### src/rtl/pdm_demod_decim.sv
// ----------------------------------------------------------------------------
// pdm_demod_decim
//
// Turns a 1-bit PDM stream into PCM samples by counting the ones in each
// window of 2^WIN_LOG2 samples. Each count is presented with a valid/ready
// handshake. A sticky overrun flag records that an unconsumed sample was
// overwritten.
//
// Parameters
//   WIN_LOG2   log2 of the window length, and the width of pcm_out
//
// Ports
//   clk        single clock; all state changes on the rising edge
//   reset_n    asynchronous active-low reset
//   pdm_in     1-bit PDM stream, one sample per clk
//   enable     1 = count samples; 0 = window counters held cleared
//   pcm_out    ones count of the last window, saturated to 2^WIN_LOG2-1
//   pcm_valid  pcm_out holds a sample that has not been consumed yet
//   pcm_ready  consumer takes pcm_out on an edge where pcm_valid=1
//   overrun    sticky; set when an unconsumed sample is overwritten
//
// Build option
//   PDM_DEMOD_SYNC_EN  when defined, pdm_in first passes through a two-flop
//                      synchronizer (reset to 0). This adds two cycles of
//                      input latency. When undefined, pdm_in is counted
//                      directly.
// ----------------------------------------------------------------------------
module pdm_demod_decim #(
    parameter int WIN_LOG2 = 5
) (
    input  logic                clk,
    input  logic                reset_n,
    input  logic                pdm_in,
    input  logic                enable,
    output logic [WIN_LOG2-1:0] pcm_out,
    output logic                pcm_valid,
    input  logic                pcm_ready,
    output logic                overrun
);

    localparam logic [WIN_LOG2-1:0] PHASE_LAST = '1;
    localparam logic [WIN_LOG2-1:0] PHASE_ONE  = {{(WIN_LOG2-1){1'b0}}, 1'b1};

    logic                sampleBit;
    logic [WIN_LOG2-1:0] phase_q, phase_d;
    logic [WIN_LOG2:0]   ones_q, ones_d;
    logic [WIN_LOG2-1:0] pcmOut_q, pcmOut_d;
    logic                valid_q, valid_d;
    logic                overrun_q, overrun_d;
    logic [WIN_LOG2:0]   finalCount;
    logic                windowClose;

`ifdef PDM_DEMOD_SYNC_EN
    logic sync1_q, sync2_q;

    // Two-flop synchronizer for a PDM source that is not on clk's domain.
    // It runs regardless of enable so that its contents are never stale.
    always_ff @(posedge clk or negedge reset_n) begin
        if (!reset_n) begin
            sync1_q <= 1'b0;
            sync2_q <= 1'b0;
        end else begin
            sync1_q <= pdm_in;
            sync2_q <= sync1_q;
        end
    end

    assign sampleBit = sync2_q;
`else
    assign sampleBit = pdm_in;
`endif

    // The ones counter is one bit wider than the phase counter. This lets an
    // all-ones window reach 2^WIN_LOG2 before that value is saturated for
    // output.
    assign finalCount  = ones_q + {{WIN_LOG2{1'b0}}, sampleBit};
    assign windowClose = enable && (phase_q == PHASE_LAST);

    // Next-state logic for the window counters and the output handshake.
    // Output register behaviour:
    //   - A window close always loads a new sample, even when the consumer
    //     accepts the old one on the same edge.
    //   - The overwrite counts as an overrun only when the old sample was
    //     still pending and was not being accepted.
    always_comb begin
        phase_d   = phase_q;
        ones_d    = ones_q;
        pcmOut_d  = pcmOut_q;
        valid_d   = valid_q;
        overrun_d = overrun_q;

        if (!enable || windowClose) begin
            phase_d = '0;
            ones_d  = '0;
        end else begin
            phase_d = phase_q + PHASE_ONE;
            ones_d  = finalCount;
        end

        if (windowClose) begin
            pcmOut_d = finalCount[WIN_LOG2] ? '1 : finalCount[WIN_LOG2-1:0];
            valid_d  = 1'b1;
            if (valid_q && !pcm_ready) begin
                overrun_d = 1'b1;
            end
        end else if (valid_q && pcm_ready) begin
            valid_d = 1'b0;
        end
    end

    // State registers. Reset discards any partial window and pending sample.
    always_ff @(posedge clk or negedge reset_n) begin
        if (!reset_n) begin
            phase_q   <= '0;
            ones_q    <= '0;
            pcmOut_q  <= '0;
            valid_q   <= 1'b0;
            overrun_q <= 1'b0;
        end else begin
            phase_q   <= phase_d;
            ones_q    <= ones_d;
            pcmOut_q  <= pcmOut_d;
            valid_q   <= valid_d;
            overrun_q <= overrun_d;
        end
    end

    assign pcm_out   = pcmOut_q;
    assign pcm_valid = valid_q;
    assign overrun   = overrun_q;

endmodule
### config.mk
export PLATFORM = sky130hd
export DESIGN_NAME = pdm_demod_decim
export DESIGN_NICKNAME = d
export VERILOG_FILES = /design/src/rtl/pdm_demod_decim.sv
export SDC_FILE = /design/constraint.sdc
export NUM_CORES = 1
export LEC_CHECK = 0
export CAP_MARGIN = 40
export CORE_MARGIN = 3
export CORE_UTILIZATION = 40
export CTS_BUF_LIST = sky130_fd_sc_hd__clkbuf_8
export DETAILED_ROUTE_END_ITERATION = 10
export PLACE_DENSITY = 0.62
export REMOVE_ABC_BUFFERS = 1
export SLEW_MARGIN = 25
export SYNTH_ARGS = -nofsm -noshare
export SYNTH_HDL_FRONTEND = slang
export SYNTH_SLANG_ARGS = --single-unit
### constraint.sdc
create_clock -name clk -period 3.6 [get_ports clk]
set_input_delay 0.9 -clock clk [delete_from_list [all_inputs] [get_ports clk]]
set_output_delay 0.9 -clock clk [all_outputs]
set_load 0.005 [all_outputs]
==> metrics.txt <==
Pins Over Slew Limit=0; delay-heaviest family, CP=compound AO/OA/AOI/OAI gates; critical path class=in -> reg; Total GRT Usage=0.115; final setup violation count=0; hold_buf cts=0; synth unique cells=19; Startpoint Class=input port; I/O pins=12; Reg2Reg Launch Point=phase_q[0]; power per cell area=412 nW/um2; Hold WC Path Type=reg -> reg; Mean Syn Cell Area=11.2 um2; Remaining Overflow, GRT=0; Critical Path End Type=flip-flop; maxcap violations=0; setup tns final=0 ns; Synth Cell Area=752 um2; register area share after synthesis=0.599; initial DRC count=2; worst-path cell chain=clkdlybuf4s50_1, ha_1, nand3_1, o21ai_0, a41oi_1; Layout fillers=160; commonest non-fill, non-tap cells in the layout=18 x dfrtp_1, 13 x nor2_1, 11 x clkdlybuf4s50_1; WHS=0.468 ns; Worst path depth=5; crit share post-route=0.644; CTS Buffer Depth=2; worst hold start=phase_q[0]; commonest non-fill, non-tap cell in the layout=dfrtp_1; slowest stage cell, crit path=o21ai_0; Synth Instances=67; worst endpoint required time=3.68 ns; layout cells sized above 1=0.0617; area grow syn2layout=27.0%; clock root buffer=clkbuf_8; largest net degree at the start of global routing=19; hpwl dp=893 um; layout net count=91; RSZ-0062 raised after global routing=false; R2R depth=5; Synth area leader=dfrtp_1; post-synthesis register bit count=18; CTS tree=built; Worst VDD drop=0.183 mV; DRT antenna net count=0; Port Buf Inserts=11; Worst Hold Path EP=phase_q[0]; # Post-CTS Setup Buffers=0; full die area=2440 um2; Synthesis Warnings=0; total count of hold-check failures in the final report=0; Clock Latency Late Sink=0.25 ns; total inserted antenna cells=0; CTS Buf Count=3; f_max=432 MHz; gpl congestion=0.788; post-CTS resize count=0; Initial Utilization=0.431; area fraction of the dominant cell type after synthesis=0.599; Leak=0.447 nW; Reg clk slew, reported paths=0.07 ns; routed length per instance=11.7 um; Core ar.=1750 um2; Die Y=49.4 um; relative slew slack=0.559; vias in the first global route=487; synth top area cells=dfrtp_1 60%, ha_1 6.7%, nor2_1 6.5%; total wire length=1240 um; H-tree levels=1; R2R setup slack=1.99 ns; CP arrival=2.40 ns; outcome=complete, no violations; first-pass GRT wire length=2020 um; final clock skew=0.00399 ns; Final Total Pwr=0.393 mW; routed via count=511; drt pass-1 iters=2; drc violations=0; Max Fanout on Critical Path=6; Buf/Inv on CP=1; Hold Path Stages=1; clk sinks=18; via density per instance=4.82; row cnt=15; reg2reg end=pcm_out[3]; Slew @ Worst Pin=0.655 ns; initial antenna violation count=0; CP max stage delay=0.53 ns; Die X=49.4 um; Final Critical Period=2.32 ns
==> Yosys cell counts (all sizes together) <==
master,instances
nand3,4
xnor2,2
o21bai,1
xor2,3
a21oi,1
nand2b,2
and2,5
and3,1
nor2,13
nand2,3
nor2b,1
or3,1
ha,4
o21ai,1
a31oi,2
buf,2
dfrtp,18
a41oi,3
==> kinds of logic after synthesis <==
kind of cell,after synthesis,share of synthesized area
AND/OR/NAND/NOR,30,0.190
XOR/XNOR,5,0.0582
flip-flops,18,0.599
adder cells (fa/ha/maj),4,0.0666
AO/OA/AOI/OAI,8,0.0749
buffers and inverters,2,0.0116
==> cell type report <==
| class | instances | area (um2) | area share |
|---|---|---|---|
| Multi-Input combinational cell | 47 | 293 | 0.307 |
| Tap cell | 25 | 31.3 | 0.0328 |
| Clock buffer | 4 | 55.1 | 0.0577 |
| Timing Repair Buffer | 12 | 125 | 0.131 |
| Sequential cell | 18 | 450 | 0.472 |
==> flip-flops by register name, indices dropped and copies added (netlist names) <==
name and cells:
overrun 1, ones_q 6, phase_q 5, pcm_valid 1
pcm_out 5
==> worst reg2reg max path, stage by stage (launching register included) <==
cell	delay (ns)
dfrtp_1	0.40
ha_1	0.22
and3_1	0.19
ha_1	0.21
and2_1	0.25
a41oi_1	0.25
==> where the power goes <==
| part | internal (mW) | switching [mW] | total [mW] |
|---|---|---|---|
| clock | 0.0970 | 0.0633 | 0.160 |
| combinational | 0.0113 | 0.0112 | 0.0225 |
| sequential | 0.207 | 0.00310 | 0.210 |
==> worst max-delay path by stage <==
| stage | endpoint | from | slack (ns) |
|---|---|---|---|
| after global placement | pcm_out[3] | pdm_in | 1.12 |
| after CTS | pcm_out[3] | pdm_in | 1.29 |
| final | pcm_out[3] | pdm_in | 1.28 |
| after detailed placement | pcm_out[3] | pdm_in | 1.06 |
| after global routing | pcm_out[3] | pdm_in | 1.20 |
| after floorplan | pcm_out[2] | pdm_in | 1.76 |
==> per-layer routing <==
metal / global-route usage / wire length, um / vias up
met1: 0.128 / 579 / 241
met4: 0.0853 / 31 / 0
met3: 0.0336 / 58 / 4
met5: 0 / 0 / -
met2: 0.185 / 569 / 11
li1: - / - / 255
==> stage by stage <==
step	std cells	instance area, um2	utilization	worst slack [ns]
after detailed placement	101	885	0.507	1.06
after global routing	106	955	0.547	1.20
after global placement	101	885	0.507	1.12
after floorplan	65	743	-	1.76
after CTS	105	940	0.538	1.29
final	106	955	0.547	1.28
Power figures use the tool's default switching activity.
